**config.mk**
```make
export PLATFORM = sky130hd
export DESIGN_NAME = byte_2_word_pack
export DESIGN_NICKNAME = d
export VERILOG_FILES = /design/src/rtl/byte_2_word_pack.sv
export SDC_FILE = /design/constraint.sdc
export NUM_CORES = 1
export LEC_CHECK = 0
export CORE_UTILIZATION = 40
export DETAILED_ROUTE_END_ITERATION = 6
export GPL_TIMING_DRIVEN = 0
export SLEW_MARGIN = 20
export SYNTH_ARGS = -nofsm -noshare
export SYNTH_HDL_FRONTEND = slang
export SYNTH_SLANG_ARGS = --single-unit
```
**constraint.sdc**
```tcl
create_clock -name clk -period 5.5 [get_ports clk]
set_input_delay 1.1 -clock clk [delete_from_list [all_inputs] [get_ports clk]]
set_output_delay 1.1 -clock clk [all_outputs]
set_load 0.02 [all_outputs]
```
**src/rtl/byte_2_word_pack.sv**
```systemverilog
// Byte-to-word packer: gathers N_BYTES bytes into one word behind valid/ready
// handshakes on both sides, with flush to close a partial word.
module byte_2_word_pack #(
    parameter int BYTE_W    = 8,
    parameter int N_BYTES   = 2,
    parameter bit FIRST_LSB = 1'b1,
    parameter int CNT_W     = $clog2(N_BYTES + 1)
) (
    input  logic                        clk,
    input  logic                        rst_n,
    input  logic                        ce,
    input  logic                        byte_dv,
    input  logic [BYTE_W-1:0]           byte_data,
    output logic                        byte_rdy,
    input  logic                        flush,
    output logic                        word_dv,
    input  logic                        word_rdy,
    output logic [BYTE_W*N_BYTES-1:0]   word,
    output logic [CNT_W-1:0]            word_nbytes,
    output logic                        word_partial
);

    localparam int               WORD_W = BYTE_W * N_BYTES;
    localparam logic [CNT_W-1:0] LAST   = CNT_W'(N_BYTES - 1);

    logic [N_BYTES-1:0][BYTE_W-1:0] acc;
    logic [N_BYTES-1:0][BYTE_W-1:0] acc_byte;
    logic [CNT_W-1:0]               cnt;
    logic [CNT_W-1:0]               cnt_byte;
    logic [CNT_W-1:0]               lane_sel;
    logic                           out_vld;
    logic [WORD_W-1:0]              out_word;
    logic [CNT_W-1:0]               out_n;
    logic                           out_part;
    logic                           flush_pend;
    logic                           active;

    logic                           out_free;
    logic                           byte_acc;
    logic                           word_take;
    logic                           full_done;
    logic                           flush_req;
    logic                           has_part;
    logic                           close_now;
    logic [WORD_W-1:0]              full_word;
    logic [WORD_W-1:0]              part_word;

    // byte_rdy is held low until the first clock after reset release
    assign out_free  = !out_vld | word_rdy;
    assign byte_rdy  = active & ce & !flush_pend & ((cnt < LAST) | out_free);
    assign byte_acc  = byte_dv & byte_rdy;
    assign word_dv   = out_vld & ce;
    assign word_take = word_dv & word_rdy;
    assign lane_sel  = FIRST_LSB ? cnt : (LAST - cnt);

    assign word         = out_word;
    assign word_nbytes  = out_n;
    assign word_partial = out_part;

    // Accumulator and fill count after this cycle's byte, before any flush
    always_comb begin
        acc_byte  = acc;
        cnt_byte  = cnt;
        full_done = 1'b0;
        if (byte_acc) begin
            for (int i = 0; i < N_BYTES; i++) begin
                if (lane_sel == CNT_W'(i)) begin
                    acc_byte[i] = byte_data;
                end
            end
            if (cnt == LAST) begin
                full_done = 1'b1;
                cnt_byte  = '0;
            end else begin
                cnt_byte = cnt + CNT_W'(1);
            end
        end
    end

    assign full_word = acc_byte;

    // Partial word keeps only the lanes already filled; the rest read as zero
    always_comb begin
        part_word = '0;
        for (int i = 0; i < N_BYTES; i++) begin
            if (FIRST_LSB ? (CNT_W'(i) < cnt_byte)
                          : (CNT_W'(N_BYTES - 1 - i) < cnt_byte)) begin
                part_word[i*BYTE_W +: BYTE_W] = acc_byte[i];
            end
        end
    end

    assign flush_req = (flush & ce) | flush_pend;
    assign has_part  = flush_req & (cnt_byte != '0);
    assign close_now = has_part & out_free & ce;

    always_ff @(posedge clk or negedge rst_n) begin
        if (!rst_n) begin
            active <= 1'b0;
        end else begin
            active <= 1'b1;
        end
    end

    // A completing byte and a partial close are mutually exclusive: after a
    // completing byte the fill count is zero, so a same-cycle flush is a no-op
    always_ff @(posedge clk or negedge rst_n) begin
        if (!rst_n) begin
            acc        <= '0;
            cnt        <= '0;
            out_vld    <= 1'b0;
            out_word   <= '0;
            out_n      <= '0;
            out_part   <= 1'b0;
            flush_pend <= 1'b0;
        end else if (ce) begin
            flush_pend <= has_part & !out_free;
            if (full_done) begin
                out_vld  <= 1'b1;
                out_word <= full_word;
                out_n    <= CNT_W'(N_BYTES);
                out_part <= 1'b0;
                cnt      <= '0;
                acc      <= '0;
            end else if (close_now) begin
                out_vld  <= 1'b1;
                out_word <= part_word;
                out_n    <= cnt_byte;
                out_part <= 1'b1;
                cnt      <= '0;
                acc      <= '0;
            end else begin
                acc <= acc_byte;
                cnt <= cnt_byte;
                if (word_take) begin
                    out_vld <= 1'b0;
                end
            end
        end
    end

endmodule

```
==> impl_metrics.tcl, run 1 <==
set metrics [dict create \
    die_x_um 71.0 \
    routed_wl_mm 4.35 \
    h-tree-depth 2 \
    cp_common_cell "clkdlybuf4s50_1" \
    path_max_fanout 10 \
    setup_ws_ns 1.28 \
    viasPerCell 5.68 \
    synth_area_sq_um 1900 \
    start_kind "primary input" \
    antenna_found_initial 0 \
    hold_viol 0 \
    end_kind "output port" \
    io_pins 35 \
    grt_pass1_wl_mm 7.17 \
    skew_ns 0.00652 \
    cp.required_ns 4.40 \
    overflow 0 \
    synth_top_area_cell "dfrtp_1" \
    vias 1511 \
    slew_viol_final 0 \
    syn_to_final_growth_pct 28.2 \
    final_cell_mix "40 x dfrtp_1, 33 x clkdlybuf4s50_1, 16 x a22o_1" \
    drt-wirelength-per-cell_um 16.4 \
    cp_num_buf_inv 3 \
    drc_errors 4 \
    place_area_sq_um 2330 \
    start_util 0.425 \
    dp_cells 258 \
    clock-sinks 40 \
    core_sq_um 4470 \
    cp_top_family "buffers and inverters" \
    fin_crit_sh 0.768 \
    fin_setup_tns_ns 0 \
    finalWorstPathRequiredPeriod_ns 4.22 \
    fill_cells 396 \
    critPathArrivalTime_ns 3.12 \
    diodes 0 \
    cts_buffers 5 \
    yosysTopAreaCellShare 0.526 \
    post_cts_resized 0 \
    grtUsageTotal 0.189 \
    maxCapViolations 0 \
    tightest_slew_ns 0.767 \
    cts-root-buf "clkbuf_8" \
    clk-insertion-delay-late_ns 0.29 \
    slew_headroom 0.486 \
    initialDrtViolationCount 74 \
    crit_path_max_incr_delay_ns 0.63 \
    ys_warn_count 0 \
    synth_top_cells_by_area "dfrtp_1 53%, a22o_1 7.4%, mux2_1 6.5%" \
    crit_slowest_cell "clkdlybuf4s50_1" \
    stdcell_count 266 \
    ys_types 36 \
    fmax_mhz 237 \
    final_common_cell "dfrtp_1" \
    synth_area_per_cell_sq_um 11.1 \
    clkSlewWorstSetupHoldPaths_ns 0.07 \
    cts_tree "yes" \
    die-area_sq_um 5030 \
    ir_worst_vdd_uv 168 \
    setup_viol 0 \
    grt_pass1_vias 1430 \
    firstDrtPassIters 7 \
    synth_nets 185 \
    holdWs_ns 0.487 \
    postCtsHoldBufs 0 \
    synth-seq-cells 40 \
    place.gp.congestion 0.775 \
    fp.dieH_um 71.0 \
    drive_gt1_frac 0.121 \
    hold_class "reg2reg" \
    synth_seq_area_share 0.526 \
    fin_util 0.545 \
    path_class "in2out" \
    status "complete, but fails checks" \
    power_density_nw_per_um2 311 \
    rows 24 \
    hpwlAfterDp_mm 3.16 \
    post_cts_buffers 0 \
    port_buffers 34 \
    antenna_left 0 \
    path_cells "clkdlybuf4s50_1, nand2b_1, clkbuf_1, nor2_1, nor3_1, clkdlybuf4s50_1" \
    nets 227 \
    stdcell_area_sq_um 2440 \
    reg2reg_slack_ns 3.39 \
    p_leak_nw 1.11 \
    grt_max_degree 22 \
    ctsLongestPathBuffers 2 \
    power_mw 0.759 \
    place_ws_ns 1.30 \
    violations "DRC" \
    grt_setup_unrepaired "false" \
    synth_cells 171 \
]
==> layout make-up <==
type | instances | area, sq um | area share
Timing Repair Buffer | 35 | 363 | 0.149
Buffer | 15 | 81.3 | 0.0334
Multi-Input combinational cell | 115 | 816 | 0.335
Clock inverter | 2 | 35.0 | 0.0144
Clock buffer | 6 | 72.6 | 0.0298
Tap cell | 52 | 65.1 | 0.0267
Inverter | 1 | 3.75 | 0.00154
Sequential cell | 40 | 1000 | 0.411
==> cell families after synthesis <==
logic type	after synthesis	share of synthesized area
compound gates	43	0.179
buf+inv	16	0.0447
flops	40	0.526
mux	16	0.0947
other cells	1	0.00197
simple gates	55	0.153
==> where the power goes <==
part / switching, mW / internal (mW) / total [mW]
clock network: 0.0969 / 0.135 / 0.231
registers: 0.0206 / 0.329 / 0.350
logic: 0.0914 / 0.0864 / 0.178
==> cell usage after synthesis <==
master,instances
dfrtp_1,40
a22o_1,16
nand2_1,13
mux2_1,11
nor2b_1,10
nand4_1,8
nor2_1,8
o22ai_1,8
clkbuf_1,6
and2_1,5
buf_2,5
mux2_2,5
o21ai_0,5
a21oi_1,3
nor3_1,3
a31oi_1,2
buf_6,2
nand3_1,2
nor3b_1,2
a2111oi_2,1
a211oi_1,1
a21o_1,1
a222oi_1,1
and3_1,1
and4b_1,1
buf_1,1
buf_4,1
conb_1,1
inv_1,1
nand2b_1,1
o2111ai_1,1
o221a_2,1
o22a_1,1
o31ai_1,1
o31ai_4,1
or2_2,1
==> registers in the layout, indices dropped and copies added (netlist names) <==
signal and flops:
acc 16, active 1, word_partial 1, flush_pend 1
cnt 2, word_nbytes 2, out_vld 1, word 16
==> metal layers <==
layer,track usage,part of all wire,vias to the layer above
met1,0.257,0.46,749
met3,0.0499,0.048,2
met4,0.0622,0.0039,0
met2,0.297,0.49,43
met5,0,0,-
li1,-,-,717
==> path summary, 6_finish.rpt <==
path	end	start	cells past startpoint
setup / recovery	byte_rdy	word_rdy	6
max in group asynchronous	word[9]$_DFFE_PN0P_	rst_n	2
setup reg to reg	word[12]$_DFFE_PN0P_	flush_pend$_DFFE_PN0P_	6
hold / removal	word[9]$_DFFE_PN0P_	word[9]$_DFFE_PN0P_	1
min in group asynchronous	out_vld$_DFFE_PN0P_	rst_n	1
hold reg to reg	word[9]$_DFFE_PN0P_	word[9]$_DFFE_PN0P_	1
(Power assumes the default switching activity.)
==> run 2: changes to the inputs <==
PLACE_DENSITY = 0.66   (was not set)
clock period = 3.7 ns   (was 5.5 ns; I/O delays follow)
==> run 2 against run 1 <==
Compared with the run above: the run still ends with DRC left; flip-flop and latch count unchanged; routed wire length is 2.8% higher; register-to-register slack lost 1.8 ns; combinational power increased by 48%.
==> impl_metrics.tcl, run 2 (synthesis gave the netlist of run 1 again) <==
set metrics [dict create \
    status "complete, but fails checks" \
    violations "DRC" \
    stdcell_area_sq_um 2440 \
    fmax_mhz 286 \
    maxCapViolations 0 \
    cp_top_family "buffers and inverters" \
    multi_input_area_sq_um 816 \
    start_util 0.425 \
    ctsLongestPathBuffers 2 \
    clock-sinks 40 \
    drt-wirelength-per-cell_um 16.8 \
    r2r_end "word[5]$_DFFE_PN0P_" \
    cp-startpoint "word_rdy" \
    ir_worst_vdd_uv 204 \
    path_class "in2out" \
    critPathArrivalTime_ns 2.76 \
    initialDrtViolationCount 173 \
    drc_errors 5 \
    wl_met3_um 222 \
    cts_tree "yes" \
    fin_setup_tns_ns 0 \
    wl_met2_mm 2.19 \
    fin_crit_sh 0.945 \
    top_layer_used "met4" \
    rr_startpoint "flush_pend$_DFFE_PN0P_" \
    cts_buffers 5 \
    holdWs_ns 0.388 \
    skew_ns 0.00559 \
    nets 227 \
    postCtsHoldBufs 0 \
    grt_pass1_vias 1525 \
    viasPerCell 5.68 \
    drive_gt1_frac 0.126 \
    grt_max_degree 24 \
    hpwlAfterDp_mm 3.32 \
    io_pins 35 \
    p_leak_nw 1.11 \
    final_cell_mix "40 x dfrtp_1, 33 x clkdlybuf4s50_1, 16 x a22o_1" \
    fill_cells 402 \
    clk-insertion-delay-late_ns 0.30 \
    h-tree-depth 2 \
    crit_slowest_cell "clkdlybuf4s50_1" \
    reg2regPathDepth 6 \
    cp.required_ns 2.96 \
    routed_wl_mm 4.47 \
    hold_class "in2async" \
    overflow 0 \
    grt_setup_unrepaired "false" \
    place_area_sq_um 2330 \
    grtUsageTotal 0.201 \
    grt_pass1_wl_mm 7.65 \
    die_x_um 71.0 \
    dp_cells 258 \
    core_sq_um 4470 \
    post_cts_resized 0 \
    antenna_left 0 \
    slew_viol_final 0 \
    port_buffers 34 \
    die-area_sq_um 5030 \
    path_cells "clkdlybuf4s50_1, nand2b_1, clkbuf_1, nor2_1, nor3_1, clkdlybuf4s50_1" \
    clkSlewWorstSetupHoldPaths_ns 0.08 \
    end_kind "output port" \
    post_cts_buffers 0 \
    stdcell_count 266 \
    hold_viol 0 \
    slew_headroom 0.512 \
    setup_viol 0 \
    firstDrtPassIters 7 \
    crit_path_max_incr_delay_ns 0.65 \
    cp_common_cell "clkdlybuf4s50_1" \
    cp_num_buf_inv 3 \
    tightest_slew_ns 0.729 \
    syn_to_final_growth_pct 28.4 \
    place.gp.congestion 0.856 \
    antenna_found_initial 0 \
    vias 1510 \
    cts-root-buf "clkbuf_8" \
    met1_length_mm 1.99 \
    diodes 0 \
    seq_area_sq_um 1000 \
    final_common_cell "dfrtp_1" \
    path_max_fanout 10 \
    rows 24 \
    power_density_nw_per_um2 468 \
    finalWorstPathRequiredPeriod_ns 3.50 \
    fp.dieH_um 71.0 \
    reg2reg_slack_ns 1.60 \
    power_mw 1.14 \
    start_kind "primary input" \
]
[run 2: worst register-to-register path: cells and delay by family (launching register included)]
| family | cells | cell delay [ns] |
|---|---|---|
| compound gates | 2 | 0.46 |
| flops | 1 | 0.42 |
| buf+inv | 2 | 0.41 |
| mux | 1 | 0.34 |
| simple gates | 1 | 0.33 |
[run 2: area by class of cell]
| class | instances | area share |
|---|---|---|
| Sequential cell | 40 | 0.410 |
| Inverter | 1 | 0.00154 |
| Timing Repair Buffer | 35 | 0.149 |
| Tap cell | 52 | 0.0267 |
| Multi-Input combinational cell | 115 | 0.334 |
| Clock buffer | 5 | 0.0282 |
| Clock inverter | 3 | 0.0174 |
| Buffer | 15 | 0.0333 |
[run 2: report_power, final]
part / switching, mW / leakage, nW / internal (mW)
Sequential: 0.0316 / 0.543 / 0.489
Clock: 0.157 / 0.0541 / 0.199
Combinational: 0.136 / 0.516 / 0.128
[run 2: worst max path at each step]
stage               end  slack (ns)  cells past startpoint
4_1_cts        byte_rdy        0.21                      6
6_report       byte_rdy        0.20                      6
3_3_place_gp   byte_rdy        0.27                      6
5_1_grt        byte_rdy         0.1                      6
2_1_floorplan  byte_rdy        1.22                      4
3_5_place_dp   byte_rdy        0.22                      6
[run 2: metal layers]
layer  vias up  global-route usage
met3         8              0.0670
met2        31               0.325
met1       755               0.247
met4         0              0.0844
li1        716                   -
met5         -                   0
[run 2: metrics by stage]
| stage | util | setup WS, ns |
|---|---|---|
| CTS | 0.546 | 0.214 |
| floorplan | - | 1.22 |
| global placement | 0.516 | 0.270 |
| finish | 0.546 | 0.204 |
| global route | 0.546 | 0.0968 |
| detailed placement | 0.521 | 0.216 |
==> run 3: changes to the inputs <==
SLEW_MARGIN = not set   (was 20)
==> run 3 against run 2 <==
Compared with the run above: design area down 0.51%; the run still ends with DRC left; highest routed layer unchanged; power rose by 2.5%; clock skew increased by 0.00076 ns.
==> impl_metrics.tcl, run 3 (synthesis gave the netlist of run 1 again) <==
set metrics [dict create \
    hold_depth 1 \
    violations "DRC" \
    drc_errors 5 \
    path_max_fanout 10 \
    place.gp.congestion 0.856 \
    cts_tree "yes" \
    hold_viol 0 \
    start_kind "primary input" \
    grt_pass1_vias 1510 \
    maxCapViolations 0 \
    io_pins 35 \
    die-area_sq_um 5030 \
    clock-sinks 40 \
    fin_util 0.543 \
    antenna_left 0 \
    grt_max_degree 41 \
    start_util 0.425 \
    finalWorstPathRequiredPeriod_ns 3.53 \
    hpwlAfterDp_mm 3.24 \
    fin_crit_sh 0.954 \
    end_kind "output port" \
    hold_class "reg2reg" \
    fin_setup_tns_ns 0 \
    overflow 0 \
    initialDrtViolationCount 133 \
    holdWs_ns 0.487 \
    nets 226 \
    grt_setup_unrepaired "false" \
    routed_wl_mm 4.53 \
    skew_ns 0.00635 \
    p_leak_nw 1.11 \
    drt-wirelength-per-cell_um 17.1 \
    reg2regPathDepth 6 \
    critPathArrivalTime_ns 2.79 \
    firstDrtPassIters 7 \
    diodes 0 \
    vias 1520 \
    fp.dieH_um 71.0 \
    power_density_nw_per_um2 482 \
    postCtsHoldBufs 0 \
    antenna_found_initial 0 \
    tightest_slew_ns 0.882 \
    rows 24 \
    slew_headroom 0.412 \
    path_class "in2out" \
    slew_viol_final 0 \
    port_buffers 34 \
    grt_pass1_wl_mm 7.56 \
    reg2reg_slack_ns 1.59 \
    fmax_mhz 283 \
    syn_to_final_growth_pct 27.7 \
    status "complete, but fails checks" \
    final_common_cell "dfrtp_1" \
    clkSlewWorstSetupHoldPaths_ns 0.08 \
    cts_buffers 5 \
    cts-root-buf "clkbuf_8" \
    grtUsageTotal 0.193 \
    viasPerCell 5.74 \
    h-tree-depth 2 \
    post_cts_resized 0 \
    clk-insertion-delay-late_ns 0.29 \
    final_cell_mix "40 x dfrtp_1, 33 x clkdlybuf4s50_1, 16 x a22o_1" \
    cp.required_ns 2.96 \
    ctsLongestPathBuffers 2 \
    setup_viol 0 \
    ir_worst_vdd_uv 273 \
    core_sq_um 4470 \
    post_cts_buffers 0 \
    drive_gt1_frac 0.122 \
    die_x_um 71.0 \
]
## run 3: cell count changes in the layout (fill, tap and decap cells not counted)
cell / before / now
clkinvlp_4: 1 / 0
clkbuf_8: 5 / 7
clkinv_2: 1 / 0
buf_16: 1 / 0
## run 3: power breakdown
group	total, mW	internal [mW]	switching, mW
Clock	0.388	0.238	0.150
Combinational	0.262	0.126	0.136
Sequential	0.521	0.489	0.0313
## run 3: path summary, 6_finish.rpt
path,startpoint,endpoint
worst max-delay path,word_rdy,byte_rdy
worst min-delay path,word[11]$_DFFE_PN0P_,word[11]$_DFFE_PN0P_
worst max register to register,flush_pend$_DFFE_PN0P_,word[5]$_DFFE_PN0P_
worst min register to register,word[11]$_DFFE_PN0P_,word[11]$_DFFE_PN0P_
max in group asynchronous,rst_n,word_partial$_DFFE_PN0P_
min in group asynchronous,rst_n,word_nbytes[1]$_DFFE_PN0P_
## run 3: worst max-delay path: stages
cell,delay [ns]
clkdlybuf4s50_1,0.51
nand2b_1,0.23
clkbuf_1,0.35
nor2_1,0.11
nor3_1,0.19
clkdlybuf4s50_1,0.66
## run 3: layer usage
layer | vias to the layer above | global-route usage | share of wire
met2 | 28 | 0.322 | 0.50
met5 | - | 0 | 0
met1 | 774 | 0.253 | 0.45
met3 | 10 | 0.0413 | 0.032
met4 | 0 | 0.0600 | 0.016
li1 | 708 | - | -
## run 3: area by class of cell
| cell class | instances | area [sq um] |
|---|---|---|
| well taps | 52 | 65.1 |
| multi-input cells | 115 | 816 |
| clock inverters | 1 | 30.0 |
| inverters | 1 | 3.75 |
| clock buffers | 7 | 96.3 |
| repair buffers | 34 | 335 |
| fillers | 388 | 2050 |
| plain buffers | 15 | 81.3 |
| flip-flops and latches | 40 | 1000 |
## run 3: through the flow
stage | std cells | area [sq um] | setup slack [ns] | power [mW]
5_1_grt | 265 | 2430 | 0.118 | 1.22
3_5_place_dp | 257 | 2300 | 0.216 | 0.791
6_report | 265 | 2430 | 0.170 | 1.17
4_1_cts | 265 | 2430 | 0.197 | 1.18
3_3_place_gp | 257 | 2310 | 0.270 | 0.781
2_1_floorplan | 171 | 1900 | 1.22 | 0.674
